## src/rtl/seg_scan_display.sv

```systemverilog
// ----------------------------------------------------------------------------
// seg_scan_display
//
// Multiplexed seven-segment display controller for NUM_DIGITS common-anode
// digits. A binary value captured on `load` is converted to BCD by a
// sequential double-dabble engine (one bit per clock). The result lands in a
// display register that a free-running scanner walks through, one digit per
// REFRESH_DIV clocks, with leading-zero blanking, per-digit decimal points
// and an overflow dash pattern.
//
// Optional feature macro: DISP_BLINK_EN
//   Defined   -> a blink phase toggles every BLINK_TICKS scan ticks. While the
//                phase is 1, digits selected by blink_mask are blanked
//                (segments and dp off) with their anode still driven.
//   Undefined -> no blink logic is built and blink_mask is ignored.
//
// Ports
//   clk         in   system clock
//   reset       in   asynchronous, active-high reset
//   value       in   [VAL_W-1:0] binary number to display
//   load        in   one-cycle strobe, captures value when not busy
//   blank_lz    in   1 = blank leading zeros
//   dp_in       in   [NUM_DIGITS-1:0] decimal-point request, bit 0 = rightmost
//   blink_mask  in   [NUM_DIGITS-1:0] digits to blink (DISP_BLINK_EN only)
//   busy        out  conversion in progress
//   ovf         out  last completed conversion exceeded 10^NUM_DIGITS-1
//   an          out  [NUM_DIGITS-1:0] anode enables, active-low, one-cold
//   seg         out  [6:0] segments {g,f,e,d,c,b,a}, active-low
//   dp          out  decimal point, active-low
// ----------------------------------------------------------------------------
module seg_scan_display #(
  parameter int NUM_DIGITS  = 4,
  parameter int VAL_W       = 14,
  parameter int REFRESH_DIV = 100000,
  parameter int BLINK_TICKS = 256
) (
  input  logic                  clk,
  input  logic                  reset,
  input  logic [VAL_W-1:0]      value,
  input  logic                  load,
  input  logic                  blank_lz,
  input  logic [NUM_DIGITS-1:0] dp_in,
  input  logic [NUM_DIGITS-1:0] blink_mask,
  output logic                  busy,
  output logic                  ovf,
  output logic [NUM_DIGITS-1:0] an,
  output logic [6:0]            seg,
  output logic                  dp
);

  localparam int BCD_W   = 4 * NUM_DIGITS;
  localparam int SEL_W   = $clog2(NUM_DIGITS);
  localparam int PRE_W   = $clog2(REFRESH_DIV);
  localparam int ITER_W  = $clog2(VAL_W);
  localparam int BLINK_W = $clog2(BLINK_TICKS + 1);

  localparam logic [6:0] SEG_OFF  = 7'h7F;
  localparam logic [6:0] SEG_DASH = 7'b0111111;

  // --------------------------------------------------------------------------
  // Converter FSM
  // --------------------------------------------------------------------------
  typedef enum logic [0:0] {
    ST_IDLE  = 1'b0,
    ST_SHIFT = 1'b1
  } state_t;

  state_t             state_reg, state_next;
  logic [VAL_W-1:0]   bin_reg, bin_next;
  logic [BCD_W-1:0]   work_reg, work_next;
  logic [BCD_W-1:0]   disp_reg, disp_next;
  logic               work_ovf_reg, work_ovf_next;
  logic               ovf_reg, ovf_next;
  logic [ITER_W-1:0]  iter_reg, iter_next;

  // Working BCD after the "add 3 to every nibble >= 5" step.
  logic [BCD_W-1:0]   work_adj;
  // Result of one complete iteration (adjust, then shift in the next bin bit).
  logic [BCD_W-1:0]   work_shifted;
  logic               work_ovf_shifted;

  generate
    for (genvar gi = 0; gi < NUM_DIGITS; gi++) begin : g_adjust
      assign work_adj[4*gi +: 4] = (work_reg[4*gi +: 4] >= 4'd5)
                                   ? work_reg[4*gi +: 4] + 4'd3
                                   : work_reg[4*gi +: 4];
    end
  endgenerate

  assign work_shifted     = {work_adj[BCD_W-2:0], bin_reg[VAL_W-1]};
  // Any 1 leaving the top of the BCD field means the value has no
  // NUM_DIGITS-digit decimal representation; the flag is sticky.
  assign work_ovf_shifted = work_ovf_reg | work_adj[BCD_W-1];

  always_comb begin
    state_next    = state_reg;
    bin_next      = bin_reg;
    work_next     = work_reg;
    work_ovf_next = work_ovf_reg;
    iter_next     = iter_reg;
    disp_next     = disp_reg;
    ovf_next      = ovf_reg;

    case (state_reg)
      ST_IDLE: begin
        if (load) begin
          bin_next      = value;
          work_next     = '0;
          work_ovf_next = 1'b0;
          iter_next     = '0;
          state_next    = ST_SHIFT;
        end
      end
      ST_SHIFT: begin
        bin_next      = {bin_reg[VAL_W-2:0], 1'b0};
        work_next     = work_shifted;
        work_ovf_next = work_ovf_shifted;
        iter_next     = iter_reg + 1'b1;
        // The final iteration writes straight into the display register so
        // busy is high for exactly VAL_W cycles and drops on the same edge
        // that the result becomes visible.
        if (iter_reg == ITER_W'(VAL_W - 1)) begin
          disp_next  = work_shifted;
          ovf_next   = work_ovf_shifted;
          state_next = ST_IDLE;
        end
      end
      default: begin
        state_next = ST_IDLE;
      end
    endcase
  end

  always_ff @(posedge clk or posedge reset) begin
    if (reset) begin
      state_reg    <= ST_IDLE;
      bin_reg      <= '0;
      work_reg     <= '0;
      work_ovf_reg <= 1'b0;
      iter_reg     <= '0;
      disp_reg     <= '0;
      ovf_reg      <= 1'b0;
    end else begin
      state_reg    <= state_next;
      bin_reg      <= bin_next;
      work_reg     <= work_next;
      work_ovf_reg <= work_ovf_next;
      iter_reg     <= iter_next;
      disp_reg     <= disp_next;
      ovf_reg      <= ovf_next;
    end
  end

  assign busy = (state_reg == ST_SHIFT);
  assign ovf  = ovf_reg;

  // --------------------------------------------------------------------------
  // Scan timing
  // --------------------------------------------------------------------------
  logic [PRE_W-1:0] pre_reg;
  logic             tick;
  logic [SEL_W-1:0] sel_reg;

  assign tick = (pre_reg == PRE_W'(REFRESH_DIV - 1));

  always_ff @(posedge clk or posedge reset) begin
    if (reset) begin
      pre_reg <= '0;
      sel_reg <= '0;
    end else begin
      if (tick) begin
        pre_reg <= '0;
        sel_reg <= (sel_reg == SEL_W'(NUM_DIGITS - 1)) ? '0 : sel_reg + 1'b1;
      end else begin
        pre_reg <= pre_reg + 1'b1;
      end
    end
  end

  // --------------------------------------------------------------------------
  // Digit pattern generation
  // --------------------------------------------------------------------------
  logic [3:0]            disp_nib [NUM_DIGITS];
  logic [NUM_DIGITS-1:0] nib_zero;
  // zero_from[i] = digits i..NUM_DIGITS-1 are all zero.
  logic [NUM_DIGITS-1:0] zero_from;

  generate
    for (genvar gi = 0; gi < NUM_DIGITS; gi++) begin : g_nib
      assign disp_nib[gi] = disp_reg[4*gi +: 4];
      assign nib_zero[gi] = (disp_reg[4*gi +: 4] == 4'd0);
    end
  endgenerate

  always_comb begin
    zero_from = '0;
    zero_from[NUM_DIGITS-1] = nib_zero[NUM_DIGITS-1];
    for (int i = NUM_DIGITS - 2; i >= 0; i--) begin
      zero_from[i] = nib_zero[i] & zero_from[i+1];
    end
  end

  function automatic logic [6:0] hex_to_seg(input logic [3:0] nib);
    logic [6:0] s;
    case (nib)
      4'h0: s = 7'b1000000;
      4'h1: s = 7'b1111001;
      4'h2: s = 7'b0100100;
      4'h3: s = 7'b0110000;
      4'h4: s = 7'b0011001;
      4'h5: s = 7'b0010010;
      4'h6: s = 7'b0000010;
      4'h7: s = 7'b1111000;
      4'h8: s = 7'b0000000;
      4'h9: s = 7'b0010000;
      4'hA: s = 7'b0001000;
      4'hB: s = 7'b0000011;
      4'hC: s = 7'b1000110;
      4'hD: s = 7'b0100001;
      4'hE: s = 7'b0000110;
      default: s = 7'b0001110;
    endcase
    return s;
  endfunction

`ifdef DISP_BLINK_EN
  logic [BLINK_W-1:0] blink_cnt_reg;
  logic               blink_phase_reg;

  always_ff @(posedge clk or posedge reset) begin
    if (reset) begin
      blink_cnt_reg   <= '0;
      blink_phase_reg <= 1'b0;
    end else if (tick) begin
      if (blink_cnt_reg == BLINK_W'(BLINK_TICKS - 1)) begin
        blink_cnt_reg   <= '0;
        blink_phase_reg <= ~blink_phase_reg;
      end else begin
        blink_cnt_reg <= blink_cnt_reg + 1'b1;
      end
    end
  end
`else
  // Blink inputs have no effect in this build.
  logic unused_blink;
  assign unused_blink = ^{blink_mask, BLINK_W'(BLINK_TICKS - 1)};
`endif

  logic [6:0] seg_pat;
  logic       dp_pat;

  always_comb begin
    seg_pat = hex_to_seg(disp_nib[sel_reg]);
    dp_pat  = ~dp_in[sel_reg];
    if (ovf_reg) begin
      seg_pat = SEG_DASH;
    end else if (blank_lz && (sel_reg != '0) && zero_from[sel_reg]) begin
      seg_pat = SEG_OFF;
    end
`ifdef DISP_BLINK_EN
    if (blink_phase_reg && blink_mask[sel_reg]) begin
      seg_pat = SEG_OFF;
      dp_pat  = 1'b1;
    end
`endif
  end

  // --------------------------------------------------------------------------
  // Registered pin drivers; they only move on a scan tick.
  // --------------------------------------------------------------------------
  logic [NUM_DIGITS-1:0] an_reg;
  logic [6:0]            seg_reg;
  logic                  dp_reg;

  always_ff @(posedge clk or posedge reset) begin
    if (reset) begin
      an_reg  <= '1;
      seg_reg <= SEG_OFF;
      dp_reg  <= 1'b1;
    end else if (tick) begin
      an_reg  <= ~(NUM_DIGITS'(1) << sel_reg);
      seg_reg <= seg_pat;
      dp_reg  <= dp_pat;
    end
  end

  assign an  = an_reg;
  assign seg = seg_reg;
  assign dp  = dp_reg;

endmodule
```

## config.mk

```make
export PLATFORM = sky130hd
export DESIGN_NAME = seg_scan_display
export DESIGN_NICKNAME = d
export VERILOG_FILES = /design/src/rtl/seg_scan_display.sv
export SDC_FILE = /design/constraint.sdc
export NUM_CORES = 1
export LEC_CHECK = 0
export CORE_AREA = 3 3 73 127
export DETAILED_ROUTE_END_ITERATION = 10
export DIE_AREA = 0 0 76 130
export GPL_TIMING_DRIVEN = 0
export PLACE_DENSITY = 0.75
export SETUP_SLACK_MARGIN = 0.5
export SKIP_CTS_REPAIR_TIMING = 1
export SLEW_MARGIN = 20
export SYNTH_ARGS = -nofsm -noshare
export SYNTH_HDL_FRONTEND = slang
export SYNTH_SLANG_ARGS = --single-unit
```

## constraint.sdc

```tcl
create_clock -name clk -period 2.85 [get_ports clk]
set_input_delay 0.57 -clock clk [delete_from_list [all_inputs] [get_ports clk]]
set_output_delay 0.57 -clock clk [all_outputs]
set_load 0.02 [all_outputs]
```

==> run_results.csv <==
group,metric,value,unit
sta,setup_tns,0,ns
sta,rsz0062_at_grt,"no",
route,drtPass1Iterations,4,
critical_path,start_kind,"flip-flop",
placed_design,dp.cells,573,
synthesis,yosys-top-cells-count,"dfrtp_1, nand2_1, o21ai_0",
synthesis,async_reset_ff_share,100,%
route,routed_wl,8.78,mm
synthesis,synth-main-ff-cell,"dfrtp_1",
final_layout,stdcell_count,590,
sta,hold_viol,0,
power,p_int,2.91,mW
sta,setup_viol_count_final,0,
route,route.met2.wl,4.79,mm
sta,hold_ws,0.475,ns
floorplan,core-area,8310,sq um
floorplan,io_pins,40,
route,dr.max_layer_used,"met4",
power,clockPowerShare,23.3,%
sta,fin_crit_sh,76.8,%
synthesis,synth-edff-count,0,
floorplan,die_x,76,microns
critical_path,worstSetupPathType,"flip-flop to flip-flop",
power,leakage,2.19,nW
clocking,clock-root-buffer,"clkbuf_16",
clocking,path_clk_slew,0.06,ns
final_layout,largest_reg_flops,17,
synthesis,ys_types,46,
synthesis,synth.most_common_cell,"dfrtp_1",
grt,grt_first_pass_wirelength,15.1,mm
critical_path,cpMostUsedCell,"inv_1",
route,wl_met1,3.42,mm
final_layout,n_antenna_cell,0,
clocking,cts_tree,"built",
floorplan,rows,44,
critical_path,crit_chain,"buf_6, mux4_2, inv_1, ha_1, inv_1, mux4_1, inv_1, a31oi_1",
placed_design,placed_area,4840,sq um
synthesis,synth-seq-area-share,49.1,%
clocking,insertion_delay,0.34,ns
power,pwr-share-comb,37.2,%
sta,fin_skew,0.00510,ns
final_layout,drive_gt1_share,11.2,%
job,maxCapViolCount,0,
final_layout,area_growth,18.6,%
grt,antenna_found_initial,0,
synthesis,netlist_instances,422,
clocking,htree_levels,3,
clocking,cts_buffer_depth,2,
synthesis,yosysTopAreaCellShare,41.8,%
sta,timing.fmax,0.457,GHz
grt,grt_use_total,19.2,%
critical_path,crit_arrival,2.44,ns
sta,tightest_slew,0.680,ns
synthesis,syn_avg_cell_area,10.2,sq um
synthesis,synthesis.yosys.warnings,0,
power,p_seq_share,39.5,%
route,vias_per_cell,5.47,
power,p_sw_share,36.8,%
synthesis,synth_area_leaders,"dfrtp_1, dfstp_2, ha_1",
route,drtIter0Drc,155,
critical_path,slowest_delay,0.59,ns
power,ir_worst_vdd,0.503,mV
placed_design,numPortBuffers,34,
route,detail-route-antenna-nets,0,
floorplan,die_area,9880,sq um
critical_path,critPathMaxFanout,8,
route,wl_per_cell,14.9,microns
final_layout,final.fill_count,679,
floorplan,dieHeight,130,microns
synthesis,synth_seq_cells,84,
grt,grt_pass1_vias,3293,
grt,grt_overflow,0,
route,vias,3227,
synthesis,synth_nets,469,
power,netSwitchingPower,1.69,mW
sta,final_max_slew_viol_count,0,
sta,maxSlewHeadroom,54.6,%
placed_design,gp_congestion,0.849,
route,wl_met3,276,microns
final_layout,final_nets,517,
critical_path,worstSetupEndpointType,"flip-flop",
synthesis,synth_area,4310,sq um
power,p_per_area,901,nW/um^2
clocking,numCtsBuffers,9,
final_layout,fin_area,5110,sq um
min_path,min_path_type,"flip-flop to flip-flop",
critical_path,cp_data_required_time,3.10,ns
placed_design,place.detailed.hpwl,6.58,mm
route,drcViolationCount,0,
sta,post-route-min-period,2.19,ns
floorplan,start_util,51.8,%
critical_path,cp_slowest_cell,"mux4_2",
grt,grt_max_degree,33,
outcome,status,"complete, no violations",
synthesis,synth_top_cell_by_area,"dfrtp_1",
clocking,cts_sinks,84,
-- critical path: cells and delay by family (launching register included) --
kind	cells	cell delay (ns)
AO/OA/AOI/OAI	1	0.07
flip-flops	1	0.39
adder cells (fa/ha/maj)	1	0.15
multiplexers	2	1.06
buffers and inverters	4	0.43
-- through the flow --
stage / utilization [%] / worst slack, ns / power (mW)
2_1_floorplan: - / 0.738 / 3.06
3_3_place_gp: 57.7 / 0.401 / 3.43
3_5_place_dp: 58.2 / 0.542 / 3.53
4_1_cts: 61.5 / 0.530 / 4.62
5_1_grt: 61.5 / 0.505 / 4.95
6_report: 61.5 / 0.662 / 4.61
-- logic make-up (layout without fill, tap and decap cells) --
group,count (synthesis),count (layout),synth area share (%)
flops,84,84,49.1
compound gates,85,85,11.3
simple gates,138,138,15.0
xor+xnor,21,21,4.27
fa+ha+maj,21,21,6.10
mux,34,34,10.2
buf+inv,39,92,3.98
-- power by group through the flow --
stage | Clock [mW] | Combinational, mW | Sequential, mW
after floorplan | 0 | 1.31 | 1.76
after global placement | 0 | 1.61 | 1.82
after detailed placement | 0 | 1.69 | 1.84
final | 1.07 | 1.71 | 1.82
after CTS | 1.09 | 1.71 | 1.82
after global routing | 1.13 | 1.95 | 1.87
-- routing by layer --
layer | up-vias | track usage (%)
li1 | 1564 | -
met1 | 1573 | 20.1
met2 | 65 | 36.6
met3 | 25 | 3.45
met4 | 0 | 9.93
met5 | - | 0
-- final timing paths --
kind / startpoint / end / slack [ns] / depth (start not counted)
setup / recovery: sel_reg[1] / seg[3] / 0.66 / 8
hold / removal: an[1] / an[1] / 0.48 / 2
setup reg to reg: sel_reg[1] / seg[3] / 0.66 / 8
hold reg to reg: an[1] / an[1] / 0.48 / 2
max in group asynchronous: reset / seg[2] / 1.40 / 4
min in group asynchronous: reset / work_reg[3] / 0.63 / 2
-- layout by cell type, fill, tap and decap left out, types with 2 or more instances in the layout --
| cell type | synthesis | final |
|---|---|---|
| mux4_2 | 2 | 4 |
| nor4_1 | 5 | 5 |
| clkbuf_1 | 13 | 14 |
| nor2_1 | 27 | 27 |
| a31o_2 | 2 | 2 |
| a21oi_1 | 16 | 16 |
| nand2b_1 | 6 | 6 |
| ha_1 | 21 | 21 |
| inv_1 | 18 | 17 |
| dfrtp_1 | 72 | 72 |
| buf_12 | 0 | 2 |
| nor3_1 | 6 | 6 |
| a31oi_1 | 7 | 7 |
| clkinvlp_4 | 0 | 3 |
| a211oi_1 | 2 | 2 |
| nand3_1 | 12 | 12 |
| o31ai_1 | 4 | 4 |
| mux2_2 | 8 | 8 |
| mux4_1 | 4 | 2 |
| nand4_1 | 5 | 5 |
| dfstp_2 | 12 | 12 |
| nand2_1 | 59 | 59 |
| o21ai_0 | 43 | 43 |
| buf_2 | 2 | 2 |
| clkbuf_16 | 0 | 9 |
| buf_6 | 3 | 3 |
| xor2_1 | 8 | 8 |
| buf_1 | 2 | 2 |
| xnor2_1 | 13 | 13 |
| mux2i_1 | 19 | 19 |
| clkinv_2 | 0 | 2 |
| clkdlybuf4s50_1 | 0 | 34 |
| o22ai_1 | 6 | 6 |
| nor3b_1 | 8 | 8 |
-- cell type report --
class / count / area, sq um / share of cell area [%]
Sequential cell: 84 / 2120 / 41.4
Multi-Input combinational cell: 299 / 2010 / 39.4
Timing Repair Buffer: 37 / 388 / 7.59
Clock buffer: 12 / 246 / 4.82
Tap cell: 115 / 144 / 2.82
Buffer: 20 / 101 / 1.98
Inverter: 19 / 75.1 / 1.47
Clock inverter: 4 / 25.0 / 0.490
(Power assumes the default switching activity.)
